## src/rtl/contador_gray_pkg.sv

```systemverilog
// Shared constants and gray/binary helpers for the gray counter sequencer.
package contador_gray_pkg;

    localparam int WIDTH_DEF = 5;

    localparam logic [2:0] ST_IDLE   = 3'd0;
    localparam logic [2:0] ST_CLEAR  = 3'd1;
    localparam logic [2:0] ST_RUN    = 3'd2;
    localparam logic [2:0] ST_PAUSED = 3'd3;
    localparam logic [2:0] ST_SETTLE = 3'd4;
    localparam logic [2:0] ST_DONE   = 3'd5;

    // 32-bit forms: callers zero-extend narrower words and truncate the result.
    function automatic logic [31:0] bin2gray(input logic [31:0] b);
        return b ^ (b >> 1);
    endfunction

    function automatic logic [31:0] gray2bin(input logic [31:0] g);
        logic [31:0] b;
        b[31] = g[31];
        for (int i = 30; i >= 0; i--) b[i] = b[i+1] ^ g[i];
        return b;
    endfunction

endpackage

```

## src/rtl/gray_a_bin.sv

```systemverilog
// Combinational WIDTH-bit gray-to-binary converter.
module gray_a_bin #(
    parameter int WIDTH = 5
) (
    input  logic [WIDTH-1:0] gray,
    output logic [WIDTH-1:0] bin
);

    // Each binary bit is the parity of the gray bits at and above it.
    for (genvar i = 0; i < WIDTH; i++) begin : g_bit
        assign bin[i] = ^gray[WIDTH-1:i];
    end

endmodule

```

## src/rtl/contador_gray_ctrl.sv

```systemverilog
// Run sequencer for an external gray counter: clear, step N times, pause/stop, report.
// Optional gray-sequence checker enabled with macro GRAY_CHECK_EN.
module contador_gray_ctrl
    import contador_gray_pkg::*;
#(
    parameter int WIDTH  = WIDTH_DEF,
    parameter int STEP_W = WIDTH + 1
) (
    input  logic              clk,
    input  logic              reset_L,
    input  logic              start,
    input  logic [STEP_W-1:0] num_steps,
    input  logic              pause,
    input  logic              stop,
    input  logic [WIDTH-1:0]  gray_in,
    output logic              cnt_enable,
    output logic              cnt_reset_L,
    output logic              busy,
    output logic              done,
    output logic              aborted,
    output logic              error,
    output logic [WIDTH-1:0]  result_gray,
    output logic [WIDTH-1:0]  result_bin
);

    logic [2:0]        state_q, state_d;
    logic [STEP_W-1:0] rem_q, rem_d;
    logic              ab_q, ab_d;
    logic              en_q, en_d;
    logic              rstl_q, rstl_d;
    logic              busy_q, busy_d;
    logic              done_q, done_d;
    logic              aborted_q, aborted_d;
    logic              err_q, err_d;
    logic [WIDTH-1:0]  rg_q, rg_d;
    logic [WIDTH-1:0]  rb_q, rb_d;
    logic [WIDTH-1:0]  gin_bin;
    logic              step;
    logic              mis;

    gray_a_bin #(.WIDTH(WIDTH)) u_gray_a_bin (
        .gray (gray_in),
        .bin  (gin_bin)
    );

    // A step is one counter increment; a paused cycle that sees pause drop resumes stepping at once.
    assign step = ((state_q == ST_RUN) || (state_q == ST_PAUSED)) && !stop && !pause;

    always_comb begin
        state_d = state_q;
        rem_d   = rem_q;
        ab_d    = ab_q;
        case (state_q)
            ST_IDLE: begin
                if (start) begin
                    state_d = ST_CLEAR;
                    rem_d   = num_steps;
                    ab_d    = 1'b0;
                end
            end
            ST_CLEAR: state_d = (rem_q != '0) ? ST_RUN : ST_SETTLE;
            ST_RUN, ST_PAUSED: begin
                if (stop) begin
                    state_d = ST_SETTLE;
                    ab_d    = 1'b1;
                end else if (pause) begin
                    state_d = ST_PAUSED;
                end else begin
                    rem_d   = rem_q - 1'b1;
                    state_d = (rem_q == STEP_W'(1)) ? ST_SETTLE : ST_RUN;
                end
            end
            ST_SETTLE: state_d = ST_DONE;
            ST_DONE:   state_d = ST_IDLE;
            default:   state_d = ST_IDLE;
        endcase
    end

`ifdef GRAY_CHECK_EN
    logic [WIDTH-1:0] exp_q, exp_d;
    logic             chk_win;

    // Tracks the counter value: bumps on the same edge the counter consumes an enable.
    always_comb begin
        exp_d = exp_q;
        if (state_q == ST_CLEAR) exp_d = '0;
        else if (en_q)           exp_d = exp_q + 1'b1;
    end

    // Skip the cycle the counter is held in reset; its output is not yet defined.
    assign chk_win = ((state_q == ST_RUN) || (state_q == ST_PAUSED) ||
                      (state_q == ST_SETTLE)) && rstl_q;
    assign mis     = chk_win && (gin_bin != exp_q);

    always_ff @(posedge clk or negedge reset_L) begin
        if (!reset_L) exp_q <= '0;
        else          exp_q <= exp_d;
    end
`else
    assign mis = 1'b0;
`endif

    always_comb begin
        en_d      = step;
        rstl_d    = (state_q != ST_CLEAR);
        busy_d    = (state_q != ST_IDLE);
        done_d    = (state_q == ST_DONE);
        aborted_d = (state_q == ST_DONE) && ab_q;
        rg_d      = rg_q;
        rb_d      = rb_q;
        if (state_q == ST_DONE) begin
            rg_d = gray_in;
            rb_d = gin_bin;
        end
        err_d = err_q;
        if ((state_q == ST_IDLE) && start) err_d = 1'b0;
        else if (mis)                      err_d = 1'b1;
    end

    always_ff @(posedge clk or negedge reset_L) begin
        if (!reset_L) begin
            state_q   <= ST_IDLE;
            rem_q     <= '0;
            ab_q      <= 1'b0;
            en_q      <= 1'b0;
            rstl_q    <= 1'b1;
            busy_q    <= 1'b0;
            done_q    <= 1'b0;
            aborted_q <= 1'b0;
            err_q     <= 1'b0;
            rg_q      <= '0;
            rb_q      <= '0;
        end else begin
            state_q   <= state_d;
            rem_q     <= rem_d;
            ab_q      <= ab_d;
            en_q      <= en_d;
            rstl_q    <= rstl_d;
            busy_q    <= busy_d;
            done_q    <= done_d;
            aborted_q <= aborted_d;
            err_q     <= err_d;
            rg_q      <= rg_d;
            rb_q      <= rb_d;
        end
    end

    assign cnt_enable  = en_q;
    assign cnt_reset_L = rstl_q;
    assign busy        = busy_q;
    assign done        = done_q;
    assign aborted     = aborted_q;
    assign error       = err_q;
    assign result_gray = rg_q;
    assign result_bin  = rb_q;

endmodule

```

## config.mk

```make
export PLATFORM = sky130hd
export DESIGN_NAME = contador_gray_ctrl
export DESIGN_NICKNAME = d
export VERILOG_FILES = /design/src/rtl/contador_gray_pkg.sv /design/src/rtl/gray_a_bin.sv /design/src/rtl/contador_gray_ctrl.sv
export SDC_FILE = /design/constraint.sdc
export NUM_CORES = 1
export LEC_CHECK = 0
export ABC_AREA = 1
export CAP_MARGIN = 20
export CORE_UTILIZATION = 42
export CTS_CLUSTER_SIZE = 24
export DETAILED_ROUTE_END_ITERATION = 10
export PLACE_DENSITY = 0.7
export SLEW_MARGIN = 10
export SYNTH_ARGS = -nofsm -noshare
export SYNTH_HDL_FRONTEND = slang
export SYNTH_SLANG_ARGS = --single-unit
export TNS_END_PERCENT = 5
```

## constraint.sdc

```tcl
create_clock -name clk -period 3.7 [get_ports clk]
set_clock_uncertainty 0.15 [all_clocks]
set_input_delay 0.74 -clock clk [delete_from_list [all_inputs] [get_ports clk]]
set_output_delay 0.74 -clock clk [all_outputs]
set_load 0.01 [all_outputs]
```

==> impl_summary.md, run 1 <==
Run status
The run finished with clean final reports.

Routing
In the routed layout, each cell is associated on average with a via count of 4.90. Once detail routing completed, the nets flagged for antenna violations numbered 0. Detailed routing inserted a total of between 1k and 1.5k vias. The detailed-route wire length is 2420 um. The first detailed-routing pass ran for 4 iterations. The detailed router finished its first iteration with 23 violations.

The total DRC errors in the routed layout is 0. In the final routed layout, each cell accounts on average for 11.0 um.

STA
Setup repair after global routing left no endpoint under its margin. The fraction of the cycle the final worst path needs is 60.6%. In the post-route analysis, the smallest setup slack over all paths is 1460 ps. The worst pin sits at a relative slew slack of about three fifths. The worst path needs around 2200 ps of the cycle, external delays included. Static timing analysis puts the maximum clock frequency at 0.446 GHz. At the pin with the least slew margin, the transition time is approximately 620 ps. The max-slew violation count was 0.

Setup violations remaining at the end of the flow were counted as 0. The summed negative setup slack over all endpoints is 0 ps. The number of hold-slack violations in the final timing report is 0. The tightest hold margin is around 340 ps.

Synth
Summing every instance area after synthesis gives 1240 um^2. The synthesized area per cell is about 8 um^2. In the synthesized netlist, mux cells make up 0% of the area. After synthesis, the largest family of logic cells by area is simple AND/OR/NAND/NOR gates.

The net count after synthesis is 176. The synthesized netlist devotes 30.8% of its cell area to simple gates. The number of synthesized register bits is 24.

The adder and majority gate portion of the synthesized area is 3.03%. The share of the synthesized netlist area taken by xor and xnor gates is 2.12%. During synthesis, Yosys emitted a total of 0 warnings. Synthesis produced 157 cells. Sequential elements use 48.5% of the synthesized area. Yosys mapped the design onto 23 distinct sky130hd cell types. The area fraction in compound gates after synthesis is just over 8%.

Clock network
The tree is rooted in a sky130_fd_sc_hd__clkbuf_4. Clock-pin slew was measured on the worst setup and hold paths at 130 ps. The post-CTS resize count is 0.

The number of sinks handled by clock tree synthesis is 24. The hold-fix buffer count after cts is 0. The CTS buffer count is 3.

In this run the deepest clock path goes through 2 buffers. Buffers added to address setup during post-CTS repair amount to 0. CTS built an H-tree with a depth of 1.

The worst-skew pair later-pin latency is 300 ps. The TritonCTS clock tree is done.

Worst hold path
The class of the most critical hold timing path is reg -> reg.

Die
The placeable core region is 2780 um^2. The initial utilization of the core area, before any placement, comes to 44.6%. The total I/O pin count is 32. The die width is 56.3 um. The number of rows created at floorplan is 19. The die covers 3170 um^2. The die span in y is 56.3 um.

Place
The number of buffers added on ports is 30. At the placement stage, the worst setup path has a slack of 1470 ps. Once placement finished, the instance area stood at 1560 um^2. After legalization and detailed placement, the total HPWL measured 1840 um. The congestion estimate from routability-driven global placement came to around 0.8.

Final layout
The synthesis-to-layout area growth is 29.9%. The number of antenna repair diodes is 0. The share of layout cells above drive strength 1 is 7.94%. In the final layout, the multi-input gates occupy 552 um^2. The layout has ~260 filler cells. The sequential cell area in the final layout is 602 um^2. With fillers left out, the area of the finished cells amounts to 1610 um^2. The net count of the finished layout is ~210.

GRT
Global routing used between 15 and 20% of the available tracks across all layers. The largest net degree at the start of global routing is 25. The first global-routing pass estimated around 4100 um of wire. The busiest layer in global routing is met2.

The met1 capacity usage during global routing is roughly 20%. The fraction of met2 tracks used by global routing is about 30%. The via count of the first global-routing pass came to 1011. For met3 alone, demand over resource in global routing was under 10%. Summed over all layers, the global routing overflow is 0. The initial antenna violation count is 0.

Setup path
The critical path endpoint category is an output pin. The count of buffering cells on the critical path with inverters included is 1. The highest-delay cell along the critical path is sky130_fd_sc_hd__dfstp_2.

The startpoint class of the critical path is a register. Walking the worst path, the cells encountered are clkdlybuf4s50_1. Data on the critical path arrives at its endpoint at 1350 ps. The worst path required time is ~2800 ps.

The biggest cell delay along the critical path is 540 ps. The critical path's top delay family is flip-flops. The maximum fanout count along the critical path is 1.

The worst setup path is of the reg -> out kind.

Power and ir drop
After layout, the design draws a total of 1.20 mW. The analysis attributes to cell leakage a power of 0.802 nW. The highest ir drop seen on vdd is between 0.4 and 0.5 mV. The cell area power density is about 740 nW/um^2.

Run
The tool flagged a number of max-cap violations equal to 0.
through the flow:
step | std cells | utilization [%]
finish | 220 | 57.9
global route | 220 | 57.9
CTS | 219 | 56.9
detailed placement | 215 | 56.0
global placement | 215 | 56.0
floorplan | 157 | -
layer usage:
metal | part of all wire [%] | vias up | wire length, um
met3 | 4.4 | 2 | 106
met5 | 0 | - | 0
li1 | - | 555 | -
met1 | 43 | 489 | 1040
met2 | 52 | 31 | 1260
met4 | 0.41 | 0 | 10
worst paths after layout:
kind | slack, ps | cells past startpoint | endpoint | startpoint
min in group asynchronous | 580 | 1 | result_bin[3] | reset_L
worst max-delay path | 1460 | 1 | cnt_reset_L | cnt_reset_L
worst max register to register | 1990 | 5 | result_bin[0] | state_q[2]
worst min-delay path | 340 | 2 | result_gray[0] | result_gray[0]
worst min register to register | 340 | 2 | result_gray[0] | result_gray[0]
max in group asynchronous | 2290 | 2 | cnt_reset_L | reset_L
cell usage after synthesis:
| library cell | instances | area share [%] |
|---|---|---|
| sky130_fd_sc_hd__o21ai_2 | 3 | 2.1 |
| sky130_fd_sc_hd__nand3_2 | 2 | 1.6 |
| sky130_fd_sc_hd__o22ai_1 | 1 | 0.50 |
| sky130_fd_sc_hd__nand3b_1 | 1 | 0.61 |
| sky130_fd_sc_hd__conb_1 | 1 | 0.30 |
| sky130_fd_sc_hd__nand3_1 | 13 | 5.2 |
| sky130_fd_sc_hd__a21oi_1 | 2 | 0.81 |
| sky130_fd_sc_hd__xor2_1 | 3 | 2.1 |
| sky130_fd_sc_hd__ha_1 | 3 | 3.0 |
| sky130_fd_sc_hd__nand2_1 | 51 | 15 |
| sky130_fd_sc_hd__nor2_1 | 18 | 5.4 |
| sky130_fd_sc_hd__inv_2 | 4 | 1.2 |
| sky130_fd_sc_hd__nand4_1 | 2 | 1.0 |
| sky130_fd_sc_hd__o21a_1 | 1 | 0.61 |
| sky130_fd_sc_hd__and3_1 | 1 | 0.50 |
| sky130_fd_sc_hd__inv_1 | 13 | 3.9 |
| sky130_fd_sc_hd__o21ai_0 | 6 | 2.4 |
| sky130_fd_sc_hd__nor2_4 | 1 | 0.91 |
| sky130_fd_sc_hd__buf_4 | 3 | 1.8 |
| sky130_fd_sc_hd__o21ai_1 | 3 | 1.2 |
| sky130_fd_sc_hd__a21boi_0 | 1 | 0.61 |
| sky130_fd_sc_hd__dfstp_2 | 1 | 2.1 |
| sky130_fd_sc_hd__dfrtp_1 | 23 | 46 |
registers in the layout (all words and copies together), names as in the netlist:
name and cells:
result_bin 4, cnt_reset_L 1, aborted 1, busy 1
ab_q 1, state_q 3, done 1, result_gray 5
rem_q 6, cnt_enable 1
power by group:
group          total [mW]  switching, mW  internal [mW]
sequential          0.464         0.0796          0.385
clock               0.118         0.0757         0.0419
combinational       0.615          0.334          0.281
cell type report:
cell class,count,share of cell area [%]
timing repair buffer,31,20.4
tap,31,2.41
inverter,17,3.96
clock buffer,4,1.63
sequential,24,37.4
multi-input combinational,113,34.3
cells by family after synthesis:
| logic type | Yosys count |
|---|---|
| fa+ha+maj | 3 |
| other cells | 1 |
| simple gates | 89 |
| flops | 24 |
| xor+xnor | 3 |
| buf+inv | 20 |
| compound gates | 17 |
layout by cell type, fill, tap and decap left out, types with 2 or more instances in the layout:
cell type                         Yosys  final
sky130_fd_sc_hd__xor2_1               3      3
sky130_fd_sc_hd__nand3_2              2      2
sky130_fd_sc_hd__nand4_1              2      2
sky130_fd_sc_hd__nor2_1              18     18
sky130_fd_sc_hd__inv_2                4      4
sky130_fd_sc_hd__clkbuf_4             0      3
sky130_fd_sc_hd__dfrtp_1             23     23
sky130_fd_sc_hd__o21ai_0              6      6
sky130_fd_sc_hd__o21ai_1              3      3
sky130_fd_sc_hd__ha_1                 3      3
sky130_fd_sc_hd__a21oi_1              2      2
sky130_fd_sc_hd__nand2_1             51     51
sky130_fd_sc_hd__o21ai_2              3      3
sky130_fd_sc_hd__clkdlybuf4s50_1      0     30
sky130_fd_sc_hd__inv_1               13     13
sky130_fd_sc_hd__nand3_1             13     13
(Power assumes the default switching activity.)
==> run 2: changes to the inputs <==
--- a/config.mk
+++ b/config.mk
@@ -10,7 +10,7 @@
 export CORE_UTILIZATION = 42
 export CTS_CLUSTER_SIZE = 24
 export DETAILED_ROUTE_END_ITERATION = 10
-export PLACE_DENSITY = 0.7
+export PLACE_DENSITY = 0.73
 export SLEW_MARGIN = 10
 export SYNTH_ARGS = -nofsm -noshare
 export SYNTH_HDL_FRONTEND = slang
==> constraint.sdc (replaced) <==
create_clock -name clk -period 1.9 [get_ports clk]
set_clock_uncertainty 0.15 [all_clocks]
set_input_delay 0.38 -clock clk [delete_from_list [all_inputs] [get_ports clk]]
set_output_delay 0.38 -clock clk [all_outputs]
set_load 0.01 [all_outputs]
==> impl_summary.md, run 2 (same netlist as run 1, synthesis figures left out) <==
Run status
Run status: finished clean (unchanged).

Final layout
The number of antenna repair diodes is 0 (unchanged). Commonest cells after routing, fill and taps aside: sky130_fd_sc_hd__nand2_1, sky130_fd_sc_hd__clkdlybuf4s50_1, sky130_fd_sc_hd__dfrtp_1 (unchanged). The flip-flop count of the largest register after layout is 6 (unchanged). The share of layout cells above drive strength 1 is 8.95% (was 7.94%). The register with the highest flop count is rem_q (unchanged).

The net count of the finished layout is 210 (was 209). The synthesis-to-layout area growth was 29.9% (unchanged). The most frequent standard cell in the layout excluding fill and tap cells is sky130_fd_sc_hd__nand2_1 (unchanged). The final design instance area without fill came to 1610 um^2 (unchanged).

Place
The routability-driven placement congestion ratio is 0.812 (was 0.798). The number of buffers added on ports is 30 (unchanged). The placed cell area is 1570 um^2 (was 1560 um^2). The detailed placer's ending HPWL was 1880 um (was 1840 um).

Setup path
The biggest cell delay along the critical path is 540 ps (about the same). Cell breakdown of the critical path: clkdlybuf4s50_1 (unchanged). The count of buffering cells on the critical path with inverters included is 1 (unchanged). The critical path endpoint category is an output pin (unchanged). The length in cells of the worst reg-to-reg path came to 6 (was 5). The maximum fanout count along the critical path is 3 (was 1). The startpoint class of the critical path is a register (unchanged). The kind of critical path is reg -> out (unchanged).

The worst path required time is 1370 ps (was 2810 ps). The highest-delay cell along the critical path is sky130_fd_sc_hd__clkdlybuf4s50_1 (was sky130_fd_sc_hd__dfstp_2). The logic depth of the worst setup path including buffers came to 1 (unchanged). The arrival time of the worst setup path is 1220 ps (was 1350 ps). The critical path's top delay family was buffers and inverters (was flip-flops).

Power and ir drop
The highest ir drop seen on vdd is 0.869 mV (was 0.428 mV). The overall power came to 2.35 mW (was 1.20 mW). The static power due to leakage came to 0.808 nW (was 0.802 nW). The cell area power density is 1460 nW/um^2 (was 743 nW/um^2).

Clock network
The cell at the root of the clock tree is sky130_fd_sc_hd__clkbuf_4 (unchanged). The clock edge transition at the registers on the reported setup and hold paths is 130 ps (about the same). The buffer levels on the longest clock path was 2 (unchanged). The number of sinks handled by clock tree synthesis was 24 (unchanged). The TritonCTS clock tree is done (unchanged).

The H-tree depth came to 1 (unchanged). The worst-skew pair later-pin latency came to 300 ps (about the same). The CTS buffer count was 3 (unchanged). The total setup buffers inserted after CTS was 0 (unchanged).

Die
The die width was 56.3 um (unchanged). The initial core utilization came to 44.6% (unchanged). The placeable core region is 2780 um^2 (unchanged). The full die area is 3170 um^2 (unchanged). The number of rows created at floorplan is 19 (unchanged). The total I/O pin count is 32 (unchanged). The die span in y is 56.3 um (unchanged).

STA
The number of hold-slack violations in the final timing report is 0 (unchanged). The max-slew violation count came to 0 (unchanged). The fraction of the cycle the final worst path needs is 92.1%. The post-route minimum period is around 1800 ps. The number of endpoints failing setup at the final stage is 0 (unchanged). Based on the critical path, the design can be clocked at up to 0.571 GHz. RSZ-0062 raised after global routing: no (unchanged). The summed negative setup slack over all endpoints is 0 ps (unchanged).

Routing
The number of vias per cell is 4.91 (was 4.90). The final routed wire length divided by cell count is 10.7 um (was 11.0 um). The detailed-routing iteration count for the pre-antenna-repair pass is 4 (unchanged). The count of routing violations after the opening detailed-route iteration is 37 (was 23). The number of routed nets with antenna violations is 0 (unchanged). The total via count in the routed design is 1086 (was 1077).

The detailed-route wire length came to 2370 um (was 2420 um). The total DRC errors in the routed layout is 0 (unchanged).

GRT
The busiest layer in global routing was met2 (unchanged). The initial antenna violation count is 0 (unchanged). The largest net degree at the start of global routing came to 25 (unchanged). The fraction of met2 tracks used by global routing is 29.6% (was 30.1%). The global route total overflow is 0 (unchanged). The via count of the first global-routing pass is 1047 (was 1011). The met3 capacity usage during global routing is 2.76% (was 3.46%). The global-route wire length before repair is 4140 um (was 4100 um). The met1 capacity usage during global routing is 19.7% (was 19.5%). The global-route total usage across every layer is 16.3% (was 16.4%).

Run
The number of maximum-capacitance violations was 0 (unchanged).

Worst hold path
The class of the most critical hold timing path is in -> async (was reg -> reg).
## run 2: cell types whose count changed in the layout (fill, tap and decap cells not counted)
| cell | previous run | this run |
|---|---|---|
| sky130_fd_sc_hd__buf_16 | 1 | 0 |
| sky130_fd_sc_hd__clkdlybuf4s50_1 | 30 | 29 |
| sky130_fd_sc_hd__clkbuf_1 | 1 | 0 |
| sky130_fd_sc_hd__buf_4 | 0 | 2 |
| sky130_fd_sc_hd__clkbuf_8 | 0 | 1 |
| sky130_fd_sc_hd__dlymetal6s2s_1 | 0 | 1 |
## run 2: area by class of cell
cell class / count / area [um^2]
fillers: 272 / 1170
flip-flops and latches: 24 / 602
multi-input cells: 113 / 552
repair buffers: 32 / 318
inverters: 17 / 63.8
well taps: 31 / 38.8
clock buffers: 4 / 36.3
## run 2: metrics by stage
stage	utilization (%)	setup slack [ps]	instances	hold WS [ps]
3_5_place_dp	56.5	176	217	318
6_report	57.9	150	221	264
4_1_cts	57.8	0.347	221	260
2_1_floorplan	-	610	157	-65.6
3_3_place_gp	56.5	208	217	317
5_1_grt	57.9	76.9	221	274
## run 2: per-layer routing
metal | up-vias | share of wire (%)
li1 | 558 | -
met1 | 496 | 44
met2 | 30 | 50
met3 | 2 | 5.6
met4 | 0 | 0.55
met5 | - | 0
## run 2: worst register-to-register path: cells and delay by family (launching register included)
kind	cells	cell delay, ps
buffers and inverters	1	70
AO/OA/AOI/OAI	1	50
flip-flops	1	420
AND/OR/NAND/NOR	4	650
## run 2: power breakdown
part	total, mW	switching (mW)	internal [mW]
clock	0.259	0.142	0.117
combinational	1.19	0.644	0.547
sequential	0.902	0.153	0.749
## run 2: worst paths after layout
kind | startpoint | to | slack (ps)
worst min register to register | result_bin[1] | result_bin[1] | 350
worst max-delay path | result_gray[4] | result_gray[4] | 150
max in group asynchronous | reset_L | cnt_reset_L | 1050
worst min-delay path | reset_L | result_bin[3] | 260
worst max register to register | state_q[1] | rem_q[0] | 460
min in group clk | result_bin[1] | result_bin[1] | 350
## run 2: repair_timing
item,CTS,global route
hold buffers,0,0
setup endpoints to repair,0,1
resized for setup,0,1
